**config.mk**
```make
export PLATFORM = sky130hd
export DESIGN_NAME = mem_wb_stage
export DESIGN_NICKNAME = d
export VERILOG_FILES = /design/src/rtl/mips_pkg.sv /design/src/rtl/mem_wb_stage_ctrl.sv /design/src/rtl/mem_wb_stage.sv
export SDC_FILE = /design/constraint.sdc
export NUM_CORES = 1
export LEC_CHECK = 0
export ABC_CLOCK_PERIOD_IN_PS = 1930
export CAP_MARGIN = 20
export CORE_AREA = 2 2 78 80
export CTS_BUF_LIST = sky130_fd_sc_hd__clkbuf_4 sky130_fd_sc_hd__clkbuf_8
export CTS_CLUSTER_SIZE = 12
export DETAILED_ROUTE_END_ITERATION = 16
export DIE_AREA = 0 0 80 82
export PLACE_DENSITY = 0.87
export REMOVE_ABC_BUFFERS = 1
export SLEW_MARGIN = 20
export SYNTH_ARGS = -nofsm -noshare
export SYNTH_HDL_FRONTEND = slang
export SYNTH_SLANG_ARGS = --single-unit
```
**constraint.sdc**
```tcl
create_clock -name clk -period 1.93 [get_ports clk]
set_input_delay 0.386 -clock clk [delete_from_list [all_inputs] [get_ports clk]]
set_output_delay 0.386 -clock clk [all_outputs]
set_load 0.01 [all_outputs]
```
**src/rtl/mips_pkg.sv**
```systemverilog
// Shared MIPS core definitions: word/register widths and the MEM/WB
// sequencing states.
package mips_pkg;

    localparam int unsigned WORD_W     = 32;
    localparam int unsigned REG_ADDR_W = 5;

    typedef enum logic [1:0] {
        IDLE   = 2'd0,
        ACCESS = 2'd1,
        COMMIT = 2'd2
    } mem_wb_state_t;

endpackage

```
**src/rtl/mem_wb_stage_ctrl.sv**
```systemverilog
// MEM/WB sequencing control: walks each load/store through IDLE -> ACCESS ->
// COMMIT around the SRAM not-ready signal, raises freeze for the upstream
// pipeline and strobes which value the write-back register captures.
// Optional freeze-cycle counter enabled by defining MEM_WB_PERF_EN.
module mem_wb_ctrl
    import mips_pkg::*;
#(
    parameter int unsigned CNT_W = 16
) (
    input  logic             clk,
    input  logic             rst,
    input  logic             mem_read,
    input  logic             mem_write,
    input  logic             sram_not_ready,
    output logic             freeze,
    output logic             capture_alu,
    output logic             capture_load,
    output logic             bubble,
    output logic [CNT_W-1:0] stall_cycles
);

    mem_wb_state_t state_q;
    logic          mem_op;

    assign mem_op = mem_read | mem_write;

    // Access sequencer: one pass through ACCESS and COMMIT per memory instruction.
    always_ff @(posedge clk or negedge rst) begin
        if (!rst) begin
            state_q <= IDLE;
        end else begin
            case (state_q)
                IDLE:    if (mem_op) state_q <= ACCESS;
                ACCESS:  if (!sram_not_ready) state_q <= COMMIT;
                COMMIT:  state_q <= IDLE;
                default: state_q <= IDLE;
            endcase
        end
    end

    // Freeze and capture strobes decoded from the current state; freeze is
    // gated by rst so a reset mid-access releases the pipeline immediately.
    always_comb begin
        freeze       = rst & (((state_q == IDLE) & mem_op) | (state_q == ACCESS));
        capture_alu  = (state_q == IDLE) & ~mem_op;
        capture_load = (state_q == ACCESS) & ~sram_not_ready;
        bubble       = ~(capture_alu | capture_load);
    end

`ifdef MEM_WB_PERF_EN
    logic [CNT_W-1:0] stall_q;
    logic [CNT_W-1:0] stall_d;

    // Saturating count of frozen cycles.
    always_comb begin
        stall_d = stall_q;
        if (freeze && (stall_q != '1)) begin
            stall_d = stall_q + CNT_W'(1);
        end
    end

    // Counter register, cleared only by reset.
    always_ff @(posedge clk or negedge rst) begin
        if (!rst) begin
            stall_q <= '0;
        end else begin
            stall_q <= stall_d;
        end
    end

    assign stall_cycles = stall_q;
`else
    assign stall_cycles = '0;
`endif

endmodule

```
**src/rtl/mem_wb_stage.sv**
```systemverilog
// MEM/WB pipeline stage: write-back register plus ALU/load select, with
// memory accesses sequenced by mem_wb_ctrl. Define MEM_WB_PERF_EN to enable
// the stall_cycles counter (tied to zero otherwise).
module mem_wb_stage
    import mips_pkg::*;
#(
    parameter int unsigned DATA_W = WORD_W,
    parameter int unsigned DEST_W = REG_ADDR_W,
    parameter int unsigned CNT_W  = 16
) (
    input  logic              clk,
    input  logic              rst,
    input  logic              mem_read,
    input  logic              mem_write,
    input  logic              wb_en_in,
    input  logic [DEST_W-1:0] dest_in,
    input  logic [DATA_W-1:0] alu_result_in,
    input  logic [DATA_W-1:0] read_data_in,
    input  logic              sram_not_ready,
    output logic              freeze,
    output logic              wb_en,
    output logic [DEST_W-1:0] wb_dest,
    output logic [DATA_W-1:0] wb_value,
    output logic [CNT_W-1:0]  stall_cycles
);

    logic capture_alu;
    logic capture_load;
    logic bubble;

    logic              wb_en_q,    wb_en_d;
    logic [DEST_W-1:0] wb_dest_q,  wb_dest_d;
    logic [DATA_W-1:0] wb_value_q, wb_value_d;

    mem_wb_ctrl #(
        .CNT_W (CNT_W)
    ) u_ctrl (
        .clk            (clk),
        .rst            (rst),
        .mem_read       (mem_read),
        .mem_write      (mem_write),
        .sram_not_ready (sram_not_ready),
        .freeze         (freeze),
        .capture_alu    (capture_alu),
        .capture_load   (capture_load),
        .bubble         (bubble),
        .stall_cycles   (stall_cycles)
    );

    // Write-back mux: load data on access completion, ALU result for
    // non-memory instructions, otherwise a bubble that keeps dest/value.
    always_comb begin
        wb_en_d    = wb_en_q;
        wb_dest_d  = wb_dest_q;
        wb_value_d = wb_value_q;
        if (capture_load) begin
            wb_en_d    = wb_en_in & mem_read;
            wb_dest_d  = dest_in;
            wb_value_d = read_data_in;
        end else if (capture_alu) begin
            wb_en_d    = wb_en_in;
            wb_dest_d  = dest_in;
            wb_value_d = alu_result_in;
        end else if (bubble) begin
            wb_en_d    = 1'b0;
        end
    end

    // Write-back register.
    always_ff @(posedge clk or negedge rst) begin
        if (!rst) begin
            wb_en_q    <= 1'b0;
            wb_dest_q  <= '0;
            wb_value_q <= '0;
        end else begin
            wb_en_q    <= wb_en_d;
            wb_dest_q  <= wb_dest_d;
            wb_value_q <= wb_value_d;
        end
    end

    assign wb_en    = wb_en_q;
    assign wb_dest  = wb_dest_q;
    assign wb_value = wb_value_q;

endmodule
```
Word-level counts from Yosys, hierarchy flattened
Cells that the tools add are included.
Cells by class
  equal/unequal tests: 4
  muxes and demuxes: 10
  bitwise operators: 10
  reductions and logical operators: 3
Operator list (number)
  $mux W32: 2
  $mux W5: 2
  $and A1 B1 Y1: 5
  $mux W2: 2
  $pmux W2 S2: 1
  $mux W1: 3
  $ne A3 B3 Y1 const B: 1
  $or A1 B1 Y1: 3
  $eq A2 B1 Y1 const B: 1
  $logic_not A2 Y1: 1
  $ne A2 B1 Y1 const B: 1
  $ne A2 B2 Y1 const B: 1
  $not A1 Y1: 2
  $reduce_and A2 Y1: 1
  $reduce_bool A2 Y1: 1
Storage, ports and cells
  register bits after elaboration: 40
  input bits: 75
  word-level logic and storage cells: 31

Depth between registers and ports, before layout
  depth in word-level cells: 7
  gate-level depth with buffers: 5
  gate-level depth less buffers: 3

Hierarchy
Synthesis repeated with hierarchy kept, for this count alone.
Unflattened totals
  cell total of the unflattened synthesis: 182
  area total of the unflattened synthesis: 1971.9 µm²
Modules (own cells, without submodules)
  mem_wb_stage: instances 1, cells each 155, area each 1742.9 µm², seq. area each 950.9 µm²
  mem_wb_ctrl: instances 1, cells each 27, area each 229.0 µm², seq. area each 50.0 µm²

Worst setup path before layout
No wires, ideal clock.
  path kind: reg2reg
  from: register u_ctrl.state_q[1]
  to: register wb_value_q[10], in the netlist wb_value[10]
  setup time: 0.125 ns
  data arrival time: 1.582 ns
  slack: 0.223 ns
  cell stages (with the launch flop): 5
  path buffers: 1
  path through: dfrtp_1 > nor3b_4 > buf_4 > mux2_2 > mux2_4
On the way
  longest elaborated chain between the ends: 3
  elaborated cells on any way between the ends: 6
  classes of those cells: 1 x eq/ne; 1 x mux; 2 x bitwise; 2 x reduce/logical
Ends and longest elaborated chain
  start: declaration: line mem_wb_stage_ctrl.sv:22  | mem_wb_state_t state_q;
  start signal: assignment: line mem_wb_stage_ctrl.sv:30  | state_q <= IDLE;
  start signal: assignment: line mem_wb_stage_ctrl.sv:33  | IDLE: if (mem_op) state_q <= ACCESS;
  start signal: assignment: line mem_wb_stage_ctrl.sv:34  | ACCESS: if (!sram_not_ready) state_q <= COMMIT;
  $eq A2 B1 Y1 or $logic_not A2 Y1 (tied branches): line mem_wb_stage_ctrl.sv:46, mem_wb_stage_ctrl.sv:45
  $and A1 B1 Y1 (on tied branches): line mem_wb_stage_ctrl.sv:46, mem_wb_stage_ctrl.sv:45
  $mux W32 or $reduce_bool A2 Y1 (tied branches)
  end signal: assignment: line mem_wb_stage.sv:78  | wb_value_q <= wb_value_d;
  end: declaration: line mem_wb_stage.sv:33  | logic [DATA_W-1:0] wb_value_q, wb_value_d;
Parallel ways exist; a longest one is shown, timed or not.
A chain may end at the register's enable or synchronous reset.

Worst setup path after layout
  from: input port mem_write
  to: output port freeze
On the way
  longest elaborated chain between the ends: 4
Ends and longest elaborated chain
  start: declaration: line mem_wb_stage.sv:14  | input logic mem_write,
  $or A1 B1 Y1: line mem_wb_stage_ctrl.sv:25  | assign mem_op = mem_read | mem_write;
  $and A1 B1 Y1: line mem_wb_stage_ctrl.sv:44  | freeze = rst & (((state_q == IDLE) & mem_op) | (state_q == ACCESS));
  $or A1 B1 Y1: line mem_wb_stage_ctrl.sv:44
  $and A1 B1 Y1: line mem_wb_stage_ctrl.sv:44
  end: declaration: line mem_wb_stage.sv:20  | output logic freeze,
No other way between the ends.

==> run_results.csv <==
group,metric,value,unit
clocking,clockRootBuffer,"clkbuf_8",
detailed_routing,viasPerCell,4.49,
clocking,clk_latency,0.29,ns
power_and_ir_drop,swShare,29.2,%
clocking,htree_levels,2,
detailed_routing,drt_iter0_markers,14,
power_and_ir_drop,p_int,3.09,mW
sta,max_freq,0.538,GHz
die,coreArea,0.00575,mm2
final_layout,final_area,0.00352,mm2
clocking,cts_tree,"yes",
detailed_routing,wl,5.17,mm
power_and_ir_drop,comb_power_share,53.3,%
power_and_ir_drop,p_seq_share,33.8,%
logic_synthesis,yosysUniqueCellTypes,16,
worst_setup_path,critical_path_arrival,1.47,ns
logic_synthesis,yosysTopAreaCell,"dfrtp_1",
worst_hold_path,hold_path.class,"in2async",
sta,skew,0.00772,ns
detailed_routing,dr.pass1.iters,3,
final_layout,drive_gt1_share,35.2,%
logic_synthesis,yosysTopAreaCellShare,46.6,%
place,numPortBuffers,113,
logic_synthesis,ys_warn_count,0,
place,dp.cells,328,
power_and_ir_drop,p_total,4.36,mW
die,pin_count,130,
clocking,clkSinkCount,40,
detailed_routing,route.detailed.drc,0,
final_layout,diodes,0,
final_layout,fin_cells,342,
final_layout,mostFrequentLayoutCell,"clkdlybuf4s50_1",
place,gp_congestion,0.633,
run_status,outcome,"finished clean",
power_and_ir_drop,p_per_area,1240,mW/mm2
die,die_h,82,um
logic_synthesis,synth_cells,142,
power_and_ir_drop,switchingPower,1.27,mW
final_layout,areaGrowthSynthToFinish,63.9,%
sta,rsz0062_at_grt,"no",
place,place_area,0.00329,mm2
clocking,path_clk_slew,0.08,ns
worst_setup_path,start_kind,"input pin",
worst_setup_path,worstPathMaxFanout,3,
clocking,postCtsHoldBufs,0,
sta,setup_viol,0,
detailed_routing,wire_per_inst,15.1,um
power_and_ir_drop,clkPwrFrac,12.9,%
sta,layout_min_cycle_time,1.86,ns
worst_setup_path,required,1.54,ns
grt,grt-ovfl-total,0,
place,hpwl,3.54,mm
worst_setup_path,crit_type,"in2out",
detailed_routing,vias,1536,
die,start_util,37.4,%
worst_setup_path,worst_setup_path_end_kind,"output port",
die,fp.dieW,80,um
final_layout,final_cell_mix,"clkdlybuf4s50_1, mux2_2, dfrtp_1, mux2_4, conb_1",
grt,antenna_found_initial,0,
grt,grt_usage,14.9,%
sta,final.setup.worst_slack,0.0719,ns
sta,slew_violations,0,
sta,timing.final.crit_share,96.3,%
grt,grt_pass1_wl,7.50,mm
die,dieArea,0.00656,mm2
logic_synthesis,synth.yosys.seq_area_share,46.6,%
sta,tns,0,ns
power_and_ir_drop,p_leak,1.49,nW
place,pre_cts_ws,-0.273,ns
logic_synthesis,synth_area,0.00215,mm2
clocking,cts_inserted_buffers,5,
power_and_ir_drop,ir_drop,620,uV
flow_run,maxCapViolCount,0,
sta,hold_viol,0,
logic_synthesis,avgSynthCellArea,15.1,um2
grt,grt_pass1_vias,1586,
detailed_routing,postRouteAntennaNets,0,
logic_synthesis,synth_area_leaders,"dfrtp_1, mux2_2, mux2_4",
logic_synthesis,synth-seq-cells,40,
die,rows,28,
final_layout,fin_nets,341,
clocking,cts_max_path_buffers,2,
grt,grt_start_max_net_pins,41,
==> area by class of cell <==
class	count	area [um2]
Fill cell	481	2230
Timing Repair Buffer	125	1340
Clock inverter	2	10.0
Clock buffer	6	82.6
Sequential cell	40	1000
Tap cell	75	93.8
Multi-Input combinational cell	94	990
==> routing by layer <==
| metal | part of all wire (%) | wire [um] | up-vias | track usage (%) |
|---|---|---|---|---|
| met1 | 41 | 2140 | 737 | 17.5 |
| met4 | 0.62 | 32 | 0 | 3.05 |
| li1 | - | - | 711 | - |
| met3 | 9.6 | 498 | 5 | 6.26 |
| met5 | 0 | 0 | - | 0 |
| met2 | 48 | 2510 | 83 | 25.8 |
==> worst paths after layout <==
path                                        start            to  slack [ns]  cells past startpoint
worst max-delay path                    mem_write        freeze        0.07                      4
worst min-delay path                          rst  wb_value[13]        0.20                      2
worst max register to register  u_ctrl.state_q[0]  wb_value[19]        0.17                      5
worst min register to register       wb_value[24]  wb_value[24]        0.51                      1
max in group asynchronous                     rst         wb_en        1.38                      2
min in group clk                         mem_read         wb_en        0.49                      3
==> registers in the layout, indices dropped and copies added (netlist names) <==
name,cells
wb_value,32
u_ctrl.state_q,2
wb_dest,5
wb_en,1
==> power groups by stage <==
stage               clock network (mW)  logic [mW]  registers (mW)
floorplan                            0       0.805            1.65
global placement                     0        2.13            1.47
detailed placement                   0        2.18            1.48
CTS                              0.586        2.18            1.48
global route                     0.622        2.46            1.53
finish                           0.563        2.32            1.48
==> synth_stat cells (all sizes together) <==
| cell type | instances |
|---|---|
| mux2 | 69 |
| dfrtp | 40 |
| buf | 23 |
| nand2b | 2 |
| a21oi | 1 |
| and3 | 1 |
| and3b | 1 |
| conb | 1 |
| nand2 | 1 |
| nor2 | 1 |
| nor3b | 1 |
| or3 | 1 |
==> worst max-delay path: stages <==
cell	delay (ns)
clkdlybuf4s50_1	0.40
or3_4	0.36
and3b_1	0.19
buf_2	0.13
==> metrics by stage <==
step,hold WS [ns],util [%]
2_1_floorplan,0.0904,-
3_3_place_gp,0.491,57.3
3_5_place_dp,0.493,57.3
4_1_cts,0.219,58.8
5_1_grt,0.245,61.2
6_report,0.202,61.2
==> kinds of logic after synthesis <==
logic type / share of synthesized area, %
buf+inv: 9.91
other cells: 0.175
mux: 39.5
compound gates: 0.758
simple gates: 3.03
flops: 46.6
==> timing repair <==
action | CTS | global route
hold endpoints to repair | 0 | 0
pin swaps | 0 | 2
endpoints found under the setup margin | 1 | 11
cloned | 0 | 6
buffers inserted | 0 | 1
resized for setup | 4 | 1
No activity file was read; power rests on OpenSTA's default activity.
